==> src/rtl/wb_stage_arb_pkg.sv <==
// Shared encodings and the ms_to_ws payload layout for the write-back stage.
// The layout helpers are functions of XLEN so every user agrees on field positions.
package wb_stage_arb_pkg;

    localparam logic [1:0] WSEL_ALU  = 2'b00;
    localparam logic [1:0] WSEL_RAM  = 2'b01;
    localparam logic [1:0] WSEL_PC4  = 2'b10;
    localparam logic [1:0] WSEL_ZERO = 2'b11;

    localparam logic [1:0] LD_B = 2'd0;
    localparam logic [1:0] LD_H = 2'd1;
    localparam logic [1:0] LD_W = 2'd2;
    localparam logic [1:0] LD_D = 2'd3;

    localparam int RD_W    = 5;
    localparam int INST_W  = 32;
    localparam int STARVE_W = 4;

    function automatic int ws_addr_lo_w(input int xlen);
        return $clog2(xlen / 8);
    endfunction

    // Payload is packed LSB first as: wdata, rd, rf_wen, inst, pc.
    function automatic int ws_rd_off(input int xlen);
        return xlen;
    endfunction

    function automatic int ws_wen_off(input int xlen);
        return xlen + RD_W;
    endfunction

    function automatic int ws_inst_off(input int xlen);
        return xlen + RD_W + 1;
    endfunction

    function automatic int ws_pc_off(input int xlen);
        return xlen + RD_W + 1 + INST_W;
    endfunction

    function automatic int ws_bus_w(input int xlen);
        return 2 * xlen + RD_W + 1 + INST_W;
    endfunction

endpackage

==> src/rtl/wb_stage_arb_if.sv <==
// MEM->WB handshake, long-latency result channel and register-file write bus.
// Defining WB_COMMIT_TRACE_EN adds the difftest commit-trace signals.
interface wb_stage_arb_if #(
    parameter int XLEN    = 64,
    parameter int COUNT_W = 64
);
    import wb_stage_arb_pkg::*;

    localparam int AW = ws_addr_lo_w(XLEN);

    logic                ms_to_ws_valid;
    logic                ws_allowin;
    logic [XLEN-1:0]     ms_pc;
    logic [31:0]         ms_inst;
    logic                ms_rf_wen;
    logic [4:0]          ms_rd;
    logic [1:0]          ms_wsel;
    logic [XLEN-1:0]     ms_alu;
    logic [XLEN-1:0]     ms_rdata;
    logic [1:0]          ms_ld_size;
    logic                ms_ld_uns;
    logic [AW-1:0]       ms_addr_lo;

    logic                ll_valid;
    logic                ll_ready;
    logic [4:0]          ll_rd;
    logic [XLEN-1:0]     ll_data;

    logic                rf_wen;
    logic [4:0]          rf_waddr;
    logic [XLEN-1:0]     rf_wdata;

    logic                ws_valid_o;
    logic [XLEN-1:0]     ws_pc;
    logic [31:0]         ws_inst;
    logic [COUNT_W-1:0]  instret;

`ifdef WB_COMMIT_TRACE_EN
    logic                commit_valid;
    logic [XLEN-1:0]     commit_pc;
    logic [31:0]         commit_inst;
    logic                commit_wen;
    logic [4:0]          commit_rd;
    logic [XLEN-1:0]     commit_wdata;
    logic                ll_commit_valid;
    logic [4:0]          ll_commit_rd;
    logic [XLEN-1:0]     ll_commit_data;
`endif

    modport master (
`ifdef WB_COMMIT_TRACE_EN
        input  commit_valid, commit_pc, commit_inst, commit_wen, commit_rd,
               commit_wdata, ll_commit_valid, ll_commit_rd, ll_commit_data,
`endif
        output ms_to_ws_valid, ms_pc, ms_inst, ms_rf_wen, ms_rd, ms_wsel,
               ms_alu, ms_rdata, ms_ld_size, ms_ld_uns, ms_addr_lo,
               ll_valid, ll_rd, ll_data,
        input  ws_allowin, ll_ready, rf_wen, rf_waddr, rf_wdata,
               ws_valid_o, ws_pc, ws_inst, instret
    );

    modport slave (
`ifdef WB_COMMIT_TRACE_EN
        output commit_valid, commit_pc, commit_inst, commit_wen, commit_rd,
               commit_wdata, ll_commit_valid, ll_commit_rd, ll_commit_data,
`endif
        input  ms_to_ws_valid, ms_pc, ms_inst, ms_rf_wen, ms_rd, ms_wsel,
               ms_alu, ms_rdata, ms_ld_size, ms_ld_uns, ms_addr_lo,
               ll_valid, ll_rd, ll_data,
        output ws_allowin, ll_ready, rf_wen, rf_waddr, rf_wdata,
               ws_valid_o, ws_pc, ws_inst, instret
    );

endinterface

==> src/rtl/wb_load_fmt.sv <==
// Combinational load formatter: aligns raw read data by the byte offset, then
// extracts a byte/half/word/dword and sign- or zero-extends it to XLEN.
module wb_load_fmt
    import wb_stage_arb_pkg::*;
#(
    parameter int XLEN = 64,
    parameter int AW   = ws_addr_lo_w(XLEN)
) (
    input  logic [XLEN-1:0] rdata,
    input  logic [1:0]      size,
    input  logic            uns,
    input  logic [AW-1:0]   addr_lo,
    output logic [XLEN-1:0] data
);

    logic [XLEN-1:0] shifted;
    logic [XLEN-1:0] mask;
    logic            sgn;

    // A dword request on a 32-bit datapath falls through to the word case.
    always_comb begin
        shifted = rdata >> {addr_lo, 3'b000};
        mask    = XLEN'(32'hFFFF_FFFF);
        sgn     = shifted[31];
        case (size)
            LD_B: begin
                mask = XLEN'(8'hFF);
                sgn  = shifted[7];
            end
            LD_H: begin
                mask = XLEN'(16'hFFFF);
                sgn  = shifted[15];
            end
            LD_D: begin
                if (XLEN > 32) begin
                    mask = '1;
                    sgn  = shifted[XLEN-1];
                end
            end
            default: ;
        endcase
        data = (shifted & mask) | ((sgn && !uns) ? ~mask : '0);
    end

endmodule

==> src/rtl/wb_stage_arb.sv <==
// Write-back stage: registers one MEM instruction, arbitrates the RF write port
// against the long-latency unit with a starvation guard. Optional: WB_COMMIT_TRACE_EN.
module wb_stage_arb
    import wb_stage_arb_pkg::*;
#(
    parameter int XLEN       = 64,
    parameter int COUNT_W    = 64,
    parameter int STARVE_MAX = 4
) (
    input logic           clk,
    input logic           rst,
    wb_stage_arb_if.slave bus
);

    localparam int AW       = ws_addr_lo_w(XLEN);
    localparam int BUS_W    = ws_bus_w(XLEN);
    localparam int RD_OFF   = ws_rd_off(XLEN);
    localparam int WEN_OFF  = ws_wen_off(XLEN);
    localparam int INST_OFF = ws_inst_off(XLEN);
    localparam int PC_OFF   = ws_pc_off(XLEN);

    logic [XLEN-1:0]     ld_data;
    logic [XLEN-1:0]     ms_wdata;
    logic [BUS_W-1:0]    ms_to_ws_bus;
    logic [BUS_W-1:0]    ws_bus;
    logic                ws_valid;
    logic                prio;
    logic [STARVE_W-1:0] starve_cnt;
    logic [STARVE_W-1:0] starve_nxt;
    logic [COUNT_W-1:0]  instret_q;

    logic [XLEN-1:0]     ws_wdata;
    logic [4:0]          ws_rd;
    logic                ws_rf_wen;
    logic [31:0]         ws_inst_q;
    logic [XLEN-1:0]     ws_pc_q;

    logic                pw;
    logic                ll_wins;
    logic                pw_stall;
    logic                ws_ready_go;
    logic                allowin;

    wb_load_fmt #(.XLEN(XLEN), .AW(AW)) u_load_fmt (
        .rdata   (bus.ms_rdata),
        .size    (bus.ms_ld_size),
        .uns     (bus.ms_ld_uns),
        .addr_lo (bus.ms_addr_lo),
        .data    (ld_data)
    );

    // Write data is resolved before the payload register so WB only muxes ports.
    always_comb begin
        ms_wdata = '0;
        case (bus.ms_wsel)
            WSEL_ALU: ms_wdata = bus.ms_alu;
            WSEL_RAM: ms_wdata = ld_data;
            WSEL_PC4: ms_wdata = bus.ms_pc + XLEN'(4);
            default:  ms_wdata = '0;
        endcase
    end

    assign ms_to_ws_bus = {bus.ms_pc, bus.ms_inst, bus.ms_rf_wen, bus.ms_rd, ms_wdata};

    assign ws_wdata  = ws_bus[XLEN-1:0];
    assign ws_rd     = ws_bus[RD_OFF +: RD_W];
    assign ws_rf_wen = ws_bus[WEN_OFF];
    assign ws_inst_q = ws_bus[INST_OFF +: INST_W];
    assign ws_pc_q   = ws_bus[PC_OFF +: XLEN];

    // LL wins unless the pipeline has a pending write and has earned priority.
    assign pw          = ws_valid && ws_rf_wen;
    assign ll_wins     = bus.ll_valid && (!pw || !prio);
    assign pw_stall    = pw && ll_wins;
    assign ws_ready_go = !pw_stall;
    assign allowin     = !ws_valid || ws_ready_go;
    assign starve_nxt  = starve_cnt + STARVE_W'(1);

    always_comb begin
        bus.rf_wen   = 1'b0;
        bus.rf_waddr = '0;
        bus.rf_wdata = '0;
        if (ll_wins) begin
            bus.rf_wen   = (bus.ll_rd != 5'd0);
            bus.rf_waddr = bus.ll_rd;
            bus.rf_wdata = bus.ll_data;
        end else if (ws_valid) begin
            bus.rf_wen   = ws_rf_wen && (ws_rd != 5'd0);
            bus.rf_waddr = ws_rd;
            bus.rf_wdata = ws_wdata;
        end
    end

    assign bus.ll_ready   = ll_wins;
    assign bus.ws_allowin = allowin;
    assign bus.ws_valid_o = ws_valid;
    assign bus.ws_pc      = ws_pc_q;
    assign bus.ws_inst    = ws_inst_q;
    assign bus.instret    = instret_q;

    always_ff @(posedge clk) begin
        if (rst) begin
            ws_valid <= 1'b0;
            ws_bus   <= '0;
        end else if (allowin) begin
            ws_valid <= bus.ms_to_ws_valid;
            if (bus.ms_to_ws_valid) begin
                ws_bus <= ms_to_ws_bus;
            end
        end
    end

    // Priority flips after STARVE_MAX consecutive stalls and drops once the pipeline writes.
    always_ff @(posedge clk) begin
        if (rst) begin
            starve_cnt <= '0;
            prio       <= 1'b0;
        end else if (pw_stall) begin
            starve_cnt <= starve_nxt;
            if (starve_nxt == STARVE_W'(STARVE_MAX)) begin
                prio <= 1'b1;
            end
        end else begin
            starve_cnt <= '0;
            prio       <= 1'b0;
        end
    end

    always_ff @(posedge clk) begin
        if (rst) begin
            instret_q <= '0;
        end else if (ws_valid && ws_ready_go) begin
            instret_q <= instret_q + COUNT_W'(1);
        end
    end

`ifdef WB_COMMIT_TRACE_EN
    logic commit_fire;
    logic commit_write;

    assign commit_fire      = ws_valid && ws_ready_go;
    assign commit_write     = commit_fire && ws_rf_wen && (ws_rd != 5'd0);

    assign bus.commit_valid    = commit_fire;
    assign bus.commit_pc       = ws_pc_q;
    assign bus.commit_inst     = ws_inst_q;
    assign bus.commit_wen      = commit_write;
    assign bus.commit_rd       = commit_write ? ws_rd : 5'd0;
    assign bus.commit_wdata    = commit_write ? ws_wdata : '0;
    assign bus.ll_commit_valid = ll_wins && (bus.ll_rd != 5'd0);
    assign bus.ll_commit_rd    = bus.ll_rd;
    assign bus.ll_commit_data  = bus.ll_data;
`endif

endmodule

==> src/flat_wrapper.sv <==
// flat-port wrapper written by rule: the top's interface ports become plain ports
module wb_stage_arb_flat import wb_stage_arb_pkg::*;
#(
    parameter int XLEN       = 64,
    parameter int COUNT_W    = 64,
    parameter int STARVE_MAX = 4
)
  (clk, rst, bus_ms_to_ws_valid, bus_ms_pc, bus_ms_inst, bus_ms_rf_wen, bus_ms_rd, bus_ms_wsel, bus_ms_alu, bus_ms_rdata, bus_ms_ld_size, bus_ms_ld_uns, bus_ms_addr_lo, bus_ll_valid, bus_ll_rd, bus_ll_data, bus_ws_allowin, bus_ll_ready, bus_rf_wen, bus_rf_waddr, bus_rf_wdata, bus_ws_valid_o, bus_ws_pc, bus_ws_inst, bus_instret);
  wb_stage_arb_if #(.XLEN(XLEN), .COUNT_W(COUNT_W)) bus_i ();
  input logic clk;
  input logic rst;
  input wire logic [$bits(bus_i.ms_to_ws_valid)-1:0] bus_ms_to_ws_valid;
  input wire logic [$bits(bus_i.ms_pc)-1:0] bus_ms_pc;
  input wire logic [$bits(bus_i.ms_inst)-1:0] bus_ms_inst;
  input wire logic [$bits(bus_i.ms_rf_wen)-1:0] bus_ms_rf_wen;
  input wire logic [$bits(bus_i.ms_rd)-1:0] bus_ms_rd;
  input wire logic [$bits(bus_i.ms_wsel)-1:0] bus_ms_wsel;
  input wire logic [$bits(bus_i.ms_alu)-1:0] bus_ms_alu;
  input wire logic [$bits(bus_i.ms_rdata)-1:0] bus_ms_rdata;
  input wire logic [$bits(bus_i.ms_ld_size)-1:0] bus_ms_ld_size;
  input wire logic [$bits(bus_i.ms_ld_uns)-1:0] bus_ms_ld_uns;
  input wire logic [$bits(bus_i.ms_addr_lo)-1:0] bus_ms_addr_lo;
  input wire logic [$bits(bus_i.ll_valid)-1:0] bus_ll_valid;
  input wire logic [$bits(bus_i.ll_rd)-1:0] bus_ll_rd;
  input wire logic [$bits(bus_i.ll_data)-1:0] bus_ll_data;
  output wire logic [$bits(bus_i.ws_allowin)-1:0] bus_ws_allowin;
  output wire logic [$bits(bus_i.ll_ready)-1:0] bus_ll_ready;
  output wire logic [$bits(bus_i.rf_wen)-1:0] bus_rf_wen;
  output wire logic [$bits(bus_i.rf_waddr)-1:0] bus_rf_waddr;
  output wire logic [$bits(bus_i.rf_wdata)-1:0] bus_rf_wdata;
  output wire logic [$bits(bus_i.ws_valid_o)-1:0] bus_ws_valid_o;
  output wire logic [$bits(bus_i.ws_pc)-1:0] bus_ws_pc;
  output wire logic [$bits(bus_i.ws_inst)-1:0] bus_ws_inst;
  output wire logic [$bits(bus_i.instret)-1:0] bus_instret;
  assign bus_i.ms_to_ws_valid = bus_ms_to_ws_valid;
  assign bus_i.ms_pc = bus_ms_pc;
  assign bus_i.ms_inst = bus_ms_inst;
  assign bus_i.ms_rf_wen = bus_ms_rf_wen;
  assign bus_i.ms_rd = bus_ms_rd;
  assign bus_i.ms_wsel = bus_ms_wsel;
  assign bus_i.ms_alu = bus_ms_alu;
  assign bus_i.ms_rdata = bus_ms_rdata;
  assign bus_i.ms_ld_size = bus_ms_ld_size;
  assign bus_i.ms_ld_uns = bus_ms_ld_uns;
  assign bus_i.ms_addr_lo = bus_ms_addr_lo;
  assign bus_i.ll_valid = bus_ll_valid;
  assign bus_i.ll_rd = bus_ll_rd;
  assign bus_i.ll_data = bus_ll_data;
  assign bus_ws_allowin = bus_i.ws_allowin;
  assign bus_ll_ready = bus_i.ll_ready;
  assign bus_rf_wen = bus_i.rf_wen;
  assign bus_rf_waddr = bus_i.rf_waddr;
  assign bus_rf_wdata = bus_i.rf_wdata;
  assign bus_ws_valid_o = bus_i.ws_valid_o;
  assign bus_ws_pc = bus_i.ws_pc;
  assign bus_ws_inst = bus_i.ws_inst;
  assign bus_instret = bus_i.instret;
  wb_stage_arb #(.XLEN(XLEN), .COUNT_W(COUNT_W), .STARVE_MAX(STARVE_MAX)) u_core (.clk(clk), .rst(rst), .bus(bus_i));
endmodule
==> config.mk <==
export PLATFORM = sky130hd
export DESIGN_NAME = wb_stage_arb_flat
export DESIGN_NICKNAME = d
export VERILOG_FILES = /design/src/rtl/wb_stage_arb_pkg.sv /design/src/rtl/wb_stage_arb_if.sv /design/src/rtl/wb_load_fmt.sv /design/src/rtl/wb_stage_arb.sv /design/src/flat_wrapper.sv
export SDC_FILE = /design/constraint.sdc
export NUM_CORES = 1
export LEC_CHECK = 0
export ABC_AREA = 1
export CORE_AREA = 2 2 214 216
export DETAILED_ROUTE_END_ITERATION = 7
export DIE_AREA = 0 0 216 218
export PLACE_DENSITY = 0.72
export SLEW_MARGIN = 30
export SYNTH_ARGS = -nofsm -noshare
export SYNTH_HDL_FRONTEND = slang
export SYNTH_HIERARCHICAL = 1
export SYNTH_SLANG_ARGS = --single-unit
==> constraint.sdc <==
create_clock -name clk -period 2.74 [get_ports clk]
set_clock_uncertainty 0.05 [all_clocks]
set_input_delay 0.685 -clock clk [delete_from_list [all_inputs] [get_ports clk]]
set_output_delay 0.685 -clock clk [all_outputs]
set_load 0.02 [all_outputs]
==> results.json, run 1 <==
{
  "slew_headroom_pct": 50.2,
  "path_cells": "nand2_4 > clkinv_2 > nand2_2 > nand2_4 > clkinv_8 > clkbuf_16 > o31ai_1 > buf_2",
  "dieHeight_um": 218,
  "clk_pin_slew_ns": 0.06,
  "hp-class": "reg2reg",
  "crit_arrival_ns": 1.94,
  "fin_cells": 4056,
  "drt_first_iter_violations": 1968,
  "timing.hold.ws_ns": 0.413,
  "post-route-util_pct": 54.6,
  "worst_pin_slew_ns": 0.748,
  "maxCapViolations": 0,
  "vias_per_cell": 5.18,
  "ys_seq_area_share_pct": 28.1,
  "core_area_um2": 44900,
  "ys.warnings.count": 6,
  "fin_crit_ns": 2.67,
  "ctsHoldBuffers": 0,
  "start_util_pct": 37.4,
  "cts_buffer_depth": 3,
  "setup_violations": 0,
  "synth.avg_cell_area_um2": 5.84,
  "drive_above_1_share_pct": 11.3,
  "nNetsFinal": 3750,
  "gp_congestion": 1.02,
  "path_buf_inv": 4,
  "dp_hpwl_mm": 66.6,
  "synth_nets": 3194,
  "wl_per_cell_um": 20.3,
  "cp_max_fo": 6,
  "netlist-cell-type-count": 45,
  "status": "finished, final reports clean",
  "fill_cells": 4640,
  "placementRows": 78,
  "most-common-layout-cells": "nand2_1 (946), clkdlybuf4s50_1 (467), nor2_1 (349), nand3_1 (240), dfxtp_1 (234)",
  "htreeDepth": 1,
  "path_common_cell": "nand2_4",
  "syn_area_um2": 16800,
  "synthArstFlopShare_pct": 0,
  "hold_viol_final": 0,
  "critPathTopFamily": "buffers and inverters",
  "p_per_area_nw_per_um2": 414,
  "worstSetupPathType": "reg2out",
  "final_common_cell": "nand2_1",
  "slowest_delay_ns": 0.37,
  "grt_pass1_wl_mm": 119,
  "finalWirelength_mm": 82.4,
  "dr.pass1.iters": 8,
  "num_vias": 21000,
  "num_io_pins": 544,
  "port_buffers": 543,
  "slew_violations": 0,
  "fmax_mhz": 374,
  "dpl_cell_area_um2": 23600,
  "p_leak_nw": 10.5,
  "cts_inserted_buffers": 26,
  "place_ws_ns": -0.355,
  "slowest_stage": "dfxtp_4",
  "grt_max_degree": 107,
  "crit_path_end_kind": "primary output",
  "cts_tree": "done",
  "final_area_um2": 24500,
  "grtUsageTotal_pct": 33.2,
  "synthFlopType": "dfxtp_1",
  "grt-ovfl-total": 0,
  "cp.required_ns": 2.01,
  "crit_path_start_kind": "flop",
  "ant_nets": 0,
  "synth-seq-cells": 236,
  "cts-root-buf": "clkbuf_16",
  "netlist_instances": 2879,
  "ir_drop_uv": 371,
  "synth_edf_count": 0,
  "clock_sinks": 236,
  "finalCritPeriodShare_pct": 97.6,
  "die_area_um2": 47100,
  "place_inst": 4003,
  "grt_antenna_before_repair": 3,
  "post-route-drc-count": 0,
  "fin_ws_ns": 0.0661,
  "area_growth_pct": 45.9,
  "insertion_delay_ns": 0.56,
  "grt_pass1_vias": 19400,
  "fp.dieW_um": 216
}
[flip-flops by register name, summed over array words and instances (netlist names)]
signal	cells
u_core/starve_cnt	4
u_core/bus.ws_valid_o	1
u_core/bus.instret	64
u_core/ws_bus	166
u_core/prio	1
[kinds of logic (layout without fill, tap and decap cells)]
group / Yosys count / after routing / share of synthesized area (%)
simple gates: 1651 / 1651 / 40.8
compound gates: 482 / 482 / 15.8
buf+inv: 481 / 1056 / 13.6
flops: 236 / 236 / 28.1
xor+xnor: 20 / 20 / 1.04
mux: 5 / 5 / 0.298
fa+ha+maj: 4 / 4 / 0.298
other cells: 0 / 2 / 0
[Yosys cell counts, types with 13 or more instances]
cell        n  area [um^2]
nand3_1   240         1200
buf_2      36          180
dfxtp_1   236         4720
nand4_1    26          163
buf_1      13         48.8
o21bai_1   16          120
inv_1     231          867
nor2_1    352         1320
o21ai_0   222         1110
a22o_1     29          254
xor2_1     15          131
nand2_1   947         3550
nor3_1     39          195
clkbuf_1   84          315
buf_4     101          758
o211ai_1   20          150
a21oi_1   177          886
[metrics by stage]
| stage | power, mW | setup TNS, ns |
|---|---|---|
| after CTS | 10.2 | -0.0523 |
| after floorplan | 5.04 | 0 |
| after global routing | 10.5 | -0.00394 |
| after detailed placement | 6.37 | -29.31 |
| after global placement | 6.36 | -27.63 |
| final | 10.2 | 0 |
[where the power goes]
part / internal (mW) / total [mW] / switching (mW) / leakage (nW)
logic: 1.17 / 2.60 / 1.43 / 8.09
registers: 3.60 / 3.72 / 0.119 / 1.94
clock network: 2.30 / 3.84 / 1.54 / 0.454
[path summary, 6_finish.rpt]
kind / start / to / slack, ns / depth (start not counted)
max: u_core/bus.ws_valid_o$_SDFFE_PP0N_ / bus_rf_waddr[2] / 0.07 / 8
min: u_core/starve_cnt[0]$_SDFF_PP0_ / u_core/starve_cnt[0]$_SDFF_PP0_ / 0.41 / 1
max reg2reg: u_core/bus.instret[0]$_SDFFE_PP0P_ / u_core/bus.instret[50]$_SDFFE_PP0P_ / 0.32 / 14
min reg2reg: u_core/starve_cnt[0]$_SDFF_PP0_ / u_core/starve_cnt[0]$_SDFF_PP0_ / 0.41 / 1
[routing by layer]
metal / part of all wire, % / up-vias / GRT usage, %
met5: 0.033 / - / 0
met4: 4.9 / 4 / 14.8
met3: 8.2 / 197 / 5.37
met2: 47 / 1065 / 57.3
met1: 40 / 9471 / 40.7
li1: - / 10300 / -
[repair_timing]
action	4_1_cts	5_1_grt
setup endpoints to repair	69	69
gates resized for setup	215	47
buffers inserted	0	1
endpoints found under the hold margin	0	0
cloned	1	2
[cell type report]
class / count / area, um^2 / share of cell area, %
Multi-Input combinational cell: 2162 / 9820 / 40.0
Timing Repair Buffer: 770 / 7360 / 30.0
Sequential cell: 236 / 4730 / 19.3
Inverter: 239 / 917 / 3.74
Clock buffer: 38 / 797 / 3.25
Tap cell: 600 / 751 / 3.06
Clock inverter: 9 / 136 / 0.556
Antenna cell: 2 / 5.00 / 0.0204
No activity file was read; power rests on OpenSTA's default activity.
==> inputs of run 2 (changes only) <==
Settings changed: RECOVER_POWER from default to 25, SLEW_MARGIN 30 to default.
==> run 2 against run 1 <==
Clock power about the same. Critical path depth stayed put. Hold slack is essentially flat. Critical endpoint is now bus_rf_wdata[34]. Largest power group unchanged. Highest routed layer unchanged.
==> results.json, run 2 (synthesis results as in run 1) <==
{
  "crit_arrival_ns": 1.91,
  "fp.dieW_um": 216,
  "maxCapViolations": 0,
  "slowest_delay_ns": 0.36,
  "timing.hold.ws_ns": 0.413,
  "post-route-drc-count": 0,
  "fmax_mhz": 378,
  "place_ws_ns": -0.355,
  "grtUsageTotal_pct": 33.2,
  "most-common-layout-cells": "nand2_1 (948), clkdlybuf4s50_1 (467), nor2_1 (352), nand3_1 (241), dfxtp_1 (234)",
  "port_buffers": 543,
  "drt_first_iter_violations": 1948,
  "vias_per_cell": 5.19,
  "area_growth_pct": 45.2,
  "ir_drop_uv": 368,
  "fin_cells": 4056,
  "placementRows": 78,
  "ff2ff_path_depth": 11,
  "grt-ovfl-total": 0,
  "cts_tree": "done",
  "holdPathEnd": "u_core/starve_cnt[0]$_SDFF_PP0_",
  "worstHoldPathCells": 1,
  "finalWirelength_mm": 82.5,
  "place_inst": 4003,
  "worstHoldStart": "u_core/starve_cnt[0]$_SDFF_PP0_",
  "reg2reg_from": "u_core/bus.ws_valid_o$_SDFFE_PP0N_",
  "cp.required_ns": 2.01,
  "dp_hpwl_mm": 66.6,
  "largest_reg_flops": 166,
  "drive_above_1_share_pct": 10.9,
  "grt_setup_unrepaired": "no",
  "ant_nets": 0,
  "grt_antenna_before_repair": 3,
  "wl_per_cell_um": 20.3,
  "nNetsFinal": 3750,
  "hold_viol_final": 0,
  "ctsHoldBuffers": 0,
  "worst_pin_slew_ns": 0.932,
  "finalCritPeriodShare_pct": 96.5,
  "crit_path_start_kind": "flop",
  "path_common_cell": "nand2_2",
  "start_util_pct": 37.4,
  "insertion_delay_ns": 0.56,
  "slew_headroom_pct": 37.9,
  "p_per_area_nw_per_um2": 416,
  "dr.pass1.iters": 8,
  "htreeDepth": 1,
  "grt_max_degree": 107,
  "reg2reg_slack_ns": 0.14,
  "fin_ws_ns": 0.0948,
  "slowest_stage": "dfxtp_4",
  "dpl_cell_area_um2": 23600,
  "final_common_cell": "nand2_1",
  "setup_violations": 0,
  "num_io_pins": 544,
  "p_leak_nw": 10.4,
  "cts_inserted_buffers": 26,
  "status": "finished, final reports clean",
  "final_area_um2": 24400,
  "clk_pin_slew_ns": 0.06,
  "die_area_um2": 47100,
  "r2r-end": "u_core/ws_bus[66]$_SDFFE_PP0P_",
  "grt_pass1_wl_mm": 119,
  "critPathTopFamily": "buffers and inverters",
  "slew_violations": 0,
  "dieHeight_um": 218,
  "path_buf_inv": 3,
  "hp-class": "reg2reg",
  "core_area_um2": 44900,
  "grt_pass1_vias": 19400,
  "cts_buffer_depth": 3,
  "cts-root-buf": "clkbuf_16",
  "worstSetupPathType": "reg2out",
  "cp_max_fo": 34,
  "regMostFlops": "u_core/ws_bus",
  "clock_sinks": 236,
  "gp_congestion": 1.02,
  "num_vias": 21100,
  "fin_crit_ns": 2.65,
  "post-route-util_pct": 54.3,
  "crit_path_end_kind": "primary output",
  "path_cells": "nand2_2 > clkinv_2 > nand2_2 > nand2_4 > buf_12 > nand3_1 > nand2_1 > clkdlybuf4s15_2"
}
-- run 2: cell count changes in the layout (fill, tap and decap cells not counted), sizes merged --
cell,previous run,this run
clkbuf,40,57
buf,267,250
-- run 2: metrics by stage --
stage,setup TNS [ns],total power [mW]
floorplan,0,5.04
global placement,-27.63,6.36
detailed placement,-29.31,6.37
CTS,-0.0523,10.2
global route,0,10.5
finish,0,10.1
-- run 2: area by class of cell --
type	count	area (um^2)
fill	4665	20500
tap	600	751
clock buffer	38	797
multi-input combinational	2162	9780
antenna	2	5.00
timing repair buffer	770	7280
inverter	239	917
clock inverter	9	136
sequential	236	4730
-- run 2: worst max path at each step --
stage	slack (ns)	from	to	depth (start not counted)
2_1_floorplan	0.31	u_core/bus.ws_valid_o$_SDFFE_PP0N_	bus_rf_waddr[2]	8
3_3_place_gp	-0.33	bus_ll_valid	bus_rf_wdata[37]	7
3_5_place_dp	-0.35	bus_ll_valid	bus_rf_waddr[0]	6
4_1_cts	-0.02	bus_ll_valid	bus_rf_wdata[62]	7
5_1_grt	0.002	u_core/bus.ws_valid_o$_SDFFE_PP0N_	bus_rf_waddr[2]	8
6_report	0.09	u_core/bus.ws_valid_o$_SDFFE_PP0N_	bus_rf_wdata[34]	8
-- run 2: report_power, final --
group          switching [mW]  internal, mW  leakage [nW]
registers               0.118          3.60          1.94
logic                    1.43          1.15          8.03
clock network            1.55          2.30         0.454
total                    3.10          7.05          10.4
-- run 2: repair_timing --
action,4_1_cts,5_1_grt
cloned,1,2
buffers inserted,0,1
pin swaps,0,0
gates resized for setup,215,47
endpoints found under the setup margin,69,69
-- run 2: routing by layer --
metal | global-route usage [%] | part of all wire (%) | vias to the layer above
met5 | 0 | 0.033 | -
met4 | 14.8 | 5.1 | 4
met3 | 5.37 | 8.4 | 211
met2 | 57.3 | 47 | 1052
met1 | 40.7 | 40 | 9506
li1 | - | - | 10300
